==> src/rtl/detect_log_pkg.sv <==
// Shared definitions for the detection event logger.
//
// A log entry is laid out as {[kind], code[1:0], timestamp[TS_W-1:0]}.
// The kind bit exists only when DETECT_LOG_MODE_CHANGE_EN is defined. With
// that macro, pattern-select changes are logged alongside detections.
// Without it, entries carry only code and timestamp.
package detect_log_pkg;

    localparam logic KIND_DETECT = 1'b0;
    localparam logic KIND_MODE   = 1'b1;

    localparam int CODE_W = 2;

`ifdef DETECT_LOG_MODE_CHANGE_EN
    localparam int KIND_W = 1;
`else
    localparam int KIND_W = 0;
`endif

    // Field offsets within an entry. The timestamp always sits at bit 0.
    // The code field and the kind field follow it.
    localparam int TS_LSB = 0;

    localparam logic [CODE_W-1:0] PAT_00 = 2'b00;
    localparam logic [CODE_W-1:0] PAT_01 = 2'b01;
    localparam logic [CODE_W-1:0] PAT_10 = 2'b10;
    localparam logic [CODE_W-1:0] PAT_11 = 2'b11;

    function automatic int entry_w(input int ts_w);
        return ts_w + CODE_W + KIND_W;
    endfunction

    function automatic int code_lsb(input int ts_w);
        return TS_LSB + ts_w;
    endfunction

    function automatic int kind_lsb(input int ts_w);
        return TS_LSB + ts_w + CODE_W;
    endfunction

endpackage

==> src/rtl/detect_event_logger_fifo.sv <==
// log_sync_fifo: synchronous first-word-fall-through FIFO with a registered
// head register.
//
// Ports:
//   i_clk, i_srst        clock, synchronous active-high reset
//   i_wr_en, i_wr_data   write request and data
//   o_wr_accept          the write is taken this cycle. Either the FIFO is
//                        not full, or a read frees a slot in the same cycle.
//   i_rd_ready           consumer accepts the head entry
//   o_rd_valid           head entry valid (== !empty)
//   o_rd_data            registered head entry
//   o_count, o_full, o_empty  occupancy, kept as an explicit counter
module log_sync_fifo #(
    parameter int WIDTH = 18,
    parameter int DEPTH = 8
) (
    input  logic                     i_clk,
    input  logic                     i_srst,
    input  logic                     i_wr_en,
    input  logic [WIDTH-1:0]         i_wr_data,
    output logic                     o_wr_accept,
    input  logic                     i_rd_ready,
    output logic                     o_rd_valid,
    output logic [WIDTH-1:0]         o_rd_data,
    output logic [$clog2(DEPTH):0]   o_count,
    output logic                     o_full,
    output logic                     o_empty
);

    localparam int AW = $clog2(DEPTH);
    localparam int CW = AW + 1;

    logic [WIDTH-1:0] r_mem [DEPTH];
    logic [AW-1:0]    r_wr_ptr;
    logic [AW-1:0]    r_rd_ptr;
    logic [CW-1:0]    r_count;
    logic [WIDTH-1:0] r_rd_data;

    logic             w_empty;
    logic             w_full;
    logic             w_do_read;
    logic             w_do_write;
    logic [AW-1:0]    w_rd_ptr_inc;

    assign w_empty      = (r_count == '0);
    assign w_full       = (r_count == CW'(DEPTH));
    // No handshake completes while reset is high, and reads of an empty FIFO
    // are ignored.
    assign w_do_read    = !w_empty && i_rd_ready && !i_srst;
    assign w_do_write   = i_wr_en && (!w_full || w_do_read) && !i_srst;
    assign w_rd_ptr_inc = r_rd_ptr + AW'(1);

    // Storage array without reset, so that block RAM can be inferred.
    always_ff @(posedge i_clk) begin
        if (w_do_write) begin
            r_mem[r_wr_ptr] <= i_wr_data;
        end
    end

    always_ff @(posedge i_clk) begin
        if (i_srst) begin
            r_wr_ptr  <= '0;
            r_rd_ptr  <= '0;
            r_count   <= '0;
            r_rd_data <= '0;
        end else begin
            if (w_do_write) begin
                r_wr_ptr <= r_wr_ptr + AW'(1);
            end
            if (w_do_read) begin
                r_rd_ptr <= w_rd_ptr_inc;
            end
            case ({w_do_write, w_do_read})
                2'b10:   r_count <= r_count + CW'(1);
                2'b01:   r_count <= r_count - CW'(1);
                default: r_count <= r_count;
            endcase
            // The head register is loaded from the incoming word in two cases.
            // One is when the FIFO is empty. The other is when the only stored
            // word is being popped. Otherwise, on a pop, the head register is
            // loaded from the next stored slot. That slot is always already
            // written when count >= 2.
            if (w_do_write && (w_empty || (w_do_read && r_count == CW'(1)))) begin
                r_rd_data <= i_wr_data;
            end else if (w_do_read && r_count != CW'(1)) begin
                r_rd_data <= r_mem[w_rd_ptr_inc];
            end
        end
    end

    assign o_wr_accept = w_do_write;
    assign o_rd_valid  = !w_empty;
    assign o_rd_data   = r_rd_data;
    assign o_count     = r_count;
    assign o_full      = w_full;
    assign o_empty     = w_empty;

endmodule

==> src/rtl/detect_event_logger.sv <==
// detect_event_logger: timestamps rising edges of the sequence detector's
// seq_detected flag and queues them for a host over a valid/ready port.
//
// Configuration macro: DETECT_LOG_MODE_CHANGE_EN. When it is defined,
// changes of lookfor_seq are logged as kind=1 entries and rd_data gains a
// kind bit.
//
// Ports:
//   Clock, reset           clock and synchronous active-high reset
//   seq_detected           detection level from the detector
//   lookfor_seq[1:0]       active pattern code
//   rd_ready               consumer accepts head entry
//   rd_valid, rd_data      head entry, laid out as {[kind], code, timestamp}
//   fifo_count/full/empty  occupancy
//   overflow_count[15:0]   saturating count of dropped entries
module detect_event_logger
    import detect_log_pkg::*;
#(
    parameter int DEPTH = 8,
    parameter int TS_W  = 16
) (
    input  logic                        Clock,
    input  logic                        reset,
    input  logic                        seq_detected,
    input  logic [CODE_W-1:0]           lookfor_seq,
    input  logic                        rd_ready,
    output logic                        rd_valid,
    output logic [entry_w(TS_W)-1:0]    rd_data,
    output logic [$clog2(DEPTH):0]      fifo_count,
    output logic                        fifo_full,
    output logic                        fifo_empty,
    output logic [15:0]                 overflow_count
);

    localparam int EW = entry_w(TS_W);

    logic [TS_W-1:0] r_ts;
    logic            r_prev;
    logic [15:0]     r_ovf;

    logic            w_event;
    logic            w_wr_en;
    logic [EW-1:0]   w_wr_data;
    logic            w_wr_accept;

    assign w_event = seq_detected && !r_prev;

`ifdef DETECT_LOG_MODE_CHANGE_EN
    logic [CODE_W-1:0] r_code;
    logic              r_pend;
    logic [EW-1:0]     r_pend_entry;
    logic              w_pend_next;
    logic [EW-1:0]     w_pend_entry_next;
    logic              w_mode_chg;
    logic [EW-1:0]     w_mode_entry;

    assign w_mode_chg   = (lookfor_seq != r_code);
    assign w_mode_entry = {KIND_MODE, lookfor_seq, r_ts};

    // Only one entry is written per cycle. A detection always goes first.
    // A pending mode entry goes next, and a fresh change goes last. A change
    // that cannot be written this cycle is parked in the pending slot. A
    // further change replaces whatever is parked there. A pending entry is
    // attempted exactly once. If the FIFO is full at that point, the entry
    // is dropped and counted like any other write.
    always_comb begin
        w_wr_en           = 1'b0;
        w_wr_data         = {KIND_DETECT, lookfor_seq, r_ts};
        w_pend_next       = r_pend;
        w_pend_entry_next = r_pend_entry;
        if (w_event) begin
            w_wr_en = 1'b1;
            if (w_mode_chg) begin
                w_pend_next       = 1'b1;
                w_pend_entry_next = w_mode_entry;
            end
        end else if (r_pend) begin
            w_wr_en     = 1'b1;
            w_wr_data   = r_pend_entry;
            w_pend_next = w_mode_chg;
            if (w_mode_chg) begin
                w_pend_entry_next = w_mode_entry;
            end
        end else if (w_mode_chg) begin
            w_wr_en   = 1'b1;
            w_wr_data = w_mode_entry;
        end
    end

    always_ff @(posedge Clock) begin
        if (reset) begin
            // Track the code during reset so that the code present on reset
            // release is not itself reported as a change.
            r_code       <= lookfor_seq;
            r_pend       <= 1'b0;
            r_pend_entry <= '0;
        end else begin
            r_code       <= lookfor_seq;
            r_pend       <= w_pend_next;
            r_pend_entry <= w_pend_entry_next;
        end
    end
`else
    always_comb begin
        w_wr_en   = w_event;
        w_wr_data = {lookfor_seq, r_ts};
    end
`endif

    always_ff @(posedge Clock) begin
        if (reset) begin
            r_ts   <= '0;
            r_prev <= 1'b0;
            r_ovf  <= '0;
        end else begin
            r_ts   <= r_ts + TS_W'(1);
            r_prev <= seq_detected;
            if (w_wr_en && !w_wr_accept && r_ovf != 16'hFFFF) begin
                r_ovf <= r_ovf + 16'd1;
            end
        end
    end

    log_sync_fifo #(
        .WIDTH (EW),
        .DEPTH (DEPTH)
    ) u_fifo (
        .i_clk       (Clock),
        .i_srst      (reset),
        .i_wr_en     (w_wr_en),
        .i_wr_data   (w_wr_data),
        .o_wr_accept (w_wr_accept),
        .i_rd_ready  (rd_ready),
        .o_rd_valid  (rd_valid),
        .o_rd_data   (rd_data),
        .o_count     (fifo_count),
        .o_full      (fifo_full),
        .o_empty     (fifo_empty)
    );

    assign overflow_count = r_ovf;

endmodule
==> config.mk <==
export PLATFORM = sky130hd
export DESIGN_NAME = detect_event_logger
export DESIGN_NICKNAME = d
export VERILOG_FILES = /design/src/rtl/detect_log_pkg.sv /design/src/rtl/detect_event_logger_fifo.sv /design/src/rtl/detect_event_logger.sv
export SDC_FILE = /design/constraint.sdc
export NUM_CORES = 1
export LEC_CHECK = 0
export CAP_MARGIN = 10
export CORE_ASPECT_RATIO = 1.4
export CORE_MARGIN = 1.5
export CORE_UTILIZATION = 60
export DETAILED_ROUTE_END_ITERATION = 16
export PLACE_DENSITY = 0.87
export SLEW_MARGIN = 5
export SYNTH_ARGS = -nofsm -noshare
export SYNTH_HDL_FRONTEND = slang
export SYNTH_SLANG_ARGS = --single-unit
==> constraint.sdc <==
create_clock -name Clock -period 8 [get_ports Clock]
set_clock_uncertainty 0.2 [all_clocks]
set_input_delay 1.6 -clock Clock [delete_from_list [all_inputs] [get_ports Clock]]
set_output_delay 1.6 -clock Clock [all_outputs]
set_load 0.1 [all_outputs]
# ---- Word level (Yosys, flattened, before mapping)
# Memories as Yosys holds them, arrays and structs flattened.
# Index checks and enable logic that the tools add are counted.
dict set report totals {
  reg_bits 61
  mem_bits_rw 144
  input_bits 6
  output_inout_bits 41
  wordCells 45
  memories 1
}
dict set report classes {
  n_addsub 6
  eq_ne 6
  mux 5
  n_reduce_logical 20
}
# name depth width rd rd_clocked_by_memory_dff write_ports line_no
set mem_list {}
lappend mem_list {u_fifo.r_mem 8 18 1 0 1 detect_event_logger_fifo.sv:33} ;# logic [WIDTH-1:0] r_mem [DEPTH];
# cell count
set op_table {}
lappend op_table {{$mux 18} 2}
lappend op_table {{$add 16x1->16 const B} 2}
lappend op_table {{$ne 16x16->1 const B} 1}
lappend op_table {{$logic_and 1x1->1} 10}
lappend op_table {{$pmux 4 s2} 1}
lappend op_table {{$add 3x1->3 const B} 2}
lappend op_table {{$logic_not 1->1} 5}
lappend op_table {{$add 4x1->4 const B} 1}
lappend op_table {{$eq 4x1->1 const B} 1}
lappend op_table {{$eq 4x4->1 const B} 1}
lappend op_table {{$logic_not 4->1} 1}
lappend op_table {{$ne 4x1->1 const B} 1}
lappend op_table {{$reduce_bool 2->1} 2}
lappend op_table {{$sub 4x1->4 const B} 1}
lappend op_table {{$eq 2x1->1 const B} 1}
lappend op_table {{$eq 2x2->1 const B} 1}
lappend op_table {{$logic_or 1x1->1} 2}
lappend op_table {{$mux 1} 2}

# ---- Longest topological paths before layout
dict set report logic_depth {
  ltp_word 10
  mapped_depth 11
  ltp_nobuf 10
}

# ---- Hierarchy
# From an unflattened synthesis, not the netlist that was laid out.
dict set report hier_totals {
  cells_unflattened 540
  area_unflattened_um2 8394.3
}
# module n_inst cells_per_inst area_per_inst_um2 seq_area_each_um2
set by_module_without_submodules {}
lappend by_module_without_submodules {log_sync_fifo 1 354 6814.0 4884.7}
lappend by_module_without_submodules {detect_event_logger 1 186 1580.3 660.6}

# ---- Least setup slack after synthesis
# No wires, ideal clock.
dict set report synth_timing {
  kind {input-to-reg}
  startpoint {in reset}
  endpoint {mem u_fifo.r_mem[0][0], enable pin}
  setup_ns 0.439
  arrival_ns 3.991
  required_ns 7.361
  slack_ns 3.369
  stages 5
  path_buffers 1
  cell_sequence {nor3b_1 -> and2_2 -> clkbuf_1 -> inv_1 -> nor4_1}
}
dict set report synth_between {
  elab_chain_cells 7
}
# item line_no
set synth_rtl {}
lappend synth_rtl {{start: declaration} detect_event_logger.sv:23} ;# input logic reset,
lappend synth_rtl {{$logic_not 1->1 *} {detect_event_logger_fifo.sv:49, detect_event_logger_fifo.sv:50}}
lappend synth_rtl {{$logic_and 1x1->1} detect_event_logger_fifo.sv:49} ;# assign w_do_read = !w_empty && i_rd_ready && !i_srst;
lappend synth_rtl {{$logic_or 1x1->1} detect_event_logger_fifo.sv:50} ;# assign w_do_write = i_wr_en && (!w_full || w_do_read) && !i_srst;
lappend synth_rtl {{$logic_and 1x1->1} detect_event_logger_fifo.sv:50}
lappend synth_rtl {{$logic_and 1x1->1 *} detect_event_logger_fifo.sv:50}
lappend synth_rtl {{$mux 1 *} detect_event_logger_fifo.sv:55} ;# if (w_do_write) begin
lappend synth_rtl {{$mux 1 (implied by the code) *} detect_event_logger_fifo.sv:56} ;# r_mem[r_wr_ptr] <= i_wr_data;
lappend synth_rtl {{end: declaration} detect_event_logger_fifo.sv:33}
# Every way passes the cells marked *; elsewhere a longest branch is shown, timed or not.

# ---- Worst setup path after layout
dict set report layout_timing {
  startpoint {reg u_fifo.r_count[1] (netlist: u_fifo.o_count[1])}
  endpoint {out fifo_empty}
}
dict set report layout_between {
  elab_chain_cells 1
}
# item line_no
set layout_rtl {}
lappend layout_rtl {{start: declaration} detect_event_logger_fifo.sv:36} ;# logic [CW-1:0] r_count;
lappend layout_rtl {{start signal: assignment} detect_event_logger_fifo.sv:74} ;# 2'b10: r_count <= r_count + CW'(1);
lappend layout_rtl {{start signal: assignment} detect_event_logger_fifo.sv:75} ;# 2'b01: r_count <= r_count - CW'(1);
lappend layout_rtl {{start signal: assignment} detect_event_logger_fifo.sv:76} ;# default: r_count <= r_count;
lappend layout_rtl {{$logic_not 4->1} detect_event_logger_fifo.sv:45} ;# assign w_empty = (r_count == '0);
lappend layout_rtl {{end: declaration} detect_event_logger.sv:31} ;# output logic fifo_empty,
# No other way between the ends.

==> metrics.md <==
| Metric | Value |
|---|---|
| Status | `completed` |
| Clk pwr share | `0.386` |
| CP Data Arrival Time | `3000 ps` |
| Slew at the pin closest to its max-slew limit | `1234 ps` |
| Final wirelength | `19.75 mm` |
| R2r worst-path depth | `5` |
| DP Cell Count | `786` |
| Vias per inst | `6.535` |
| Top cells by count, synth | `edfxtp_1 (144), dfxtp_1 (61), nand2_1 (37), mux4_2 (36), inv_1 (26)` |
| Sink Count | `205` |
| Mapped Avg Cell Area | `14.82 µm²` |
| Antenna cells | `0` |
| Hold Crit Depth | `2` |
| Fill cell count | `866` |
| Area grow syn2layout | `16.08%` |
| Core area | `0.01385 mm²` |
| Post-synthesis register bit count | `205` |
| Max Slew Vio Count | `0` |
| Total Negative Setup Slacks | `0 ps` |
| Synth Instances | `570` |
| Slack of the worst reg-to-reg path | `4610 ps` |
| DR vias | `5,346` |
| Global-route wire length before repair | `30.57 mm` |
| Post-synth ARST share | `0` |
| Storage element area | `0.005547 mm²` |
| Slew headroom | `0.1769` |
| Cts-stage hold buffer count | `0` |
| Final net count | `636` |
| Syn nets | `584` |
| Clk buf depth | `3` |
| Cell internal pwr | `1804 µW` |
| Clk_lat worst skew | `480 ps` |
| GRT Resource Usage Total | `0.2803` |
| Critical path launch point type | `register` |
| DR DRC count | `0` |
| Area leader, netlist | `edfxtp_1` |
| Clock Tree Root | `clkbuf_16` |
| Routed length per instance | `24.14 µm` |
| Number of H-tree levels | `1` |
| Number of setup buffers added after CTS | `0` |
| Netlist cell types | `52` |
| Total congestion overflow | `0` |
| Count leader, synth | `edfxtp_1` |
| Post-route non-filler standard cell count | `818` |
| Leak | `0.003130 µW` |
| Synth top area cells | `edfxtp_1 (51%), dfxtp_1 (14%), mux4_2 (9.6%)` |
| Crit. End Element | `output port` |
| EDFF count, synth | `144` |
| Footprint of the multi-input gates | `0.002720 mm²` |
| Drt pass-1 iters | `5` |
| Worst EP required | `6200 ps` |
| Die area | `0.01481 mm²` |
| Comb pwr share | `0.130` |
| Starting DRT DRC Count | `455` |
| Switching Share | `0.2552` |
| DP HPWL | `12.09 mm` |
| PwrDens | `247.0 mW/mm²` |
| Die X | `103.3 µm` |
| Worst hold endpoint | `u_fifo.r_rd_ptr[1]` |
| Rows | `51` |
| Vias in the first global route | `5,607` |
| Final hold vios | `0` |
| IO Pins | `47` |
| Final antenna-violating net count | `0` |
| Min-delay src | `u_fifo.r_rd_ptr[1]` |
| Kind of critical path | `reg2out` |
| Flop pwr share | `0.484` |
| Post_cts resized | `0` |
| Worst Hold Class | `reg2reg` |
| Finish-stage setup viols | `0` |
| CTS clk-pin slew, worst paths | `70 ps` |
| Pin count of the biggest net entering global routing | `51` |
| Reg-to-reg endpoint | `u_fifo.o_rd_data[9]` |
| RSZ-0062 raised after global routing | `false` |
| GPL Wtd Cong | `0.7829` |
| Maximum fanout along the worst path | `7` |
| Period utilisation layout | `0.6004` |
| NetSw | `618.3 µW` |
| Area fraction of the dominant cell type after synthesis | `0.5118` |
| Max cap viols | `0` |
| CTS Buf Count | `19` |
| Fraction of layout cells with a size suffix above 1 | `0.1975` |
| Fmax | `0.2082 GHz` |
| Worst vdd ir | `0.0001649 V` |
| Sequential cell area fraction in the yosys report | `0.6564` |
| Initial antenna violation count | `0` |
| Starting Density | `0.6101` |
| Die height | `143.4 µm` |
| I/O Buffers | `46` |
| Yosys warnings | `0` |
| Post-synth design cell area | `0.008448 mm²` |
| CTS tree | `yes` |
| Tmin final | `4804 ps` |
| Worst reg2reg path startpoint | `u_fifo.o_count[1]` |
| Top_reg_cell synth | `edfxtp_1` |
[per-layer routing]
metal	global-route usage	vias to the layer above	wire [µm]
met2	0.4965	293	10700
li1	-	2321	-
met4	0.1358	0	831
met3	0.04086	80	1336
met5	0	-	0
met1	0.3306	2652	6885
[layout by cell type, fill, tap and decap left out, drive strengths merged, types with 8 or more instances in the layout]
cell,instances
edfxtp,144
dfxtp,61
clkdlybuf4s50,46
nand2,37
mux4,36
inv,27
nor2,25
nand4,25
mux2,24
clkbuf,22
o311ai,19
a21oi,18
nand3,14
buf,14
o21ai,10
or3,9
xnor2,8
nor2b,8
ha,8
nor4,8
[cell type report]
class | count | area share
inverter | 26 | 0.009952
clock inverter | 10 | 0.01314
timing repair buffer | 60 | 0.05767
sequential | 205 | 0.5656
multi-input combinational | 310 | 0.2774
tap | 185 | 0.02360
clock buffer | 22 | 0.05269
[logic make-up (layout without fill, tap and decap cells)]
kind of cell	Yosys count	count (layout)	synth area share
DFF	205	205	0.6564
adders and majority gates	8	8	0.01185
xor gates and xnor gates	15	15	0.01555
and+or+nand+nor	164	164	0.1103
muxes	61	61	0.1291
buffers and inverters	55	118	0.02562
AOI/OAI and AO/OA	62	62	0.05110
[state kept, by name (all words and copies together) (netlist names)]
| register | cells |
|---|---|
| u_fifo.o_count | 4 |
| u_fifo.r_rd_ptr | 3 |
| u_fifo.r_mem | 144 |
| r_prev | 1 |
| overflow_count | 16 |
| u_fifo.o_rd_data | 18 |
| r_ts | 16 |
| u_fifo.r_wr_ptr | 3 |
[how the worst max path moves through the flow]
stage / start / to / slack (ps)
finish: u_fifo.o_count[1] / fifo_empty / 3200
global route: u_fifo.o_count[1] / fifo_empty / 3050
CTS: u_fifo.o_count[1] / fifo_empty / 3190
detailed placement: reset / u_fifo.o_rd_data[2] / 2920
global placement: reset / u_fifo.o_count[3] / 3070
floorplan: reset / u_fifo.r_mem[0][0] / 3370
[worst max-delay path, cell delays in order (launching register included)]
cell	delay, ps
dfxtp_1	350
inv_1	130
ha_1	330
or3b_2	510
inv_1	70
clkdlybuf4s50_1	1130
[power by group through the flow]
stage,logic (µW),registers (µW),clock network [µW]
3_3_place_gp,304,1190,0
3_5_place_dp,311,1190,0
6_report,314,1170,936
2_1_floorplan,153,1270,0
4_1_cts,314,1170,943
5_1_grt,329,1170,984
[through the flow]
step	power (µW)	setup WS [ps]	utilization	hold slack [ps]	instance area (µm²)
2_1_floorplan	1427	3369	-	239.7	8448
3_3_place_gp	1496	3073	0.6616	255.3	9161
3_5_place_dp	1506	2916	0.6616	270.5	9161
4_1_cts	2429	3194	0.7082	279.8	9807
5_1_grt	2487	3046	0.7082	318.5	9807
6_report	2423	3196	0.7082	280.4	9807
(Power assumes the default switching activity.)
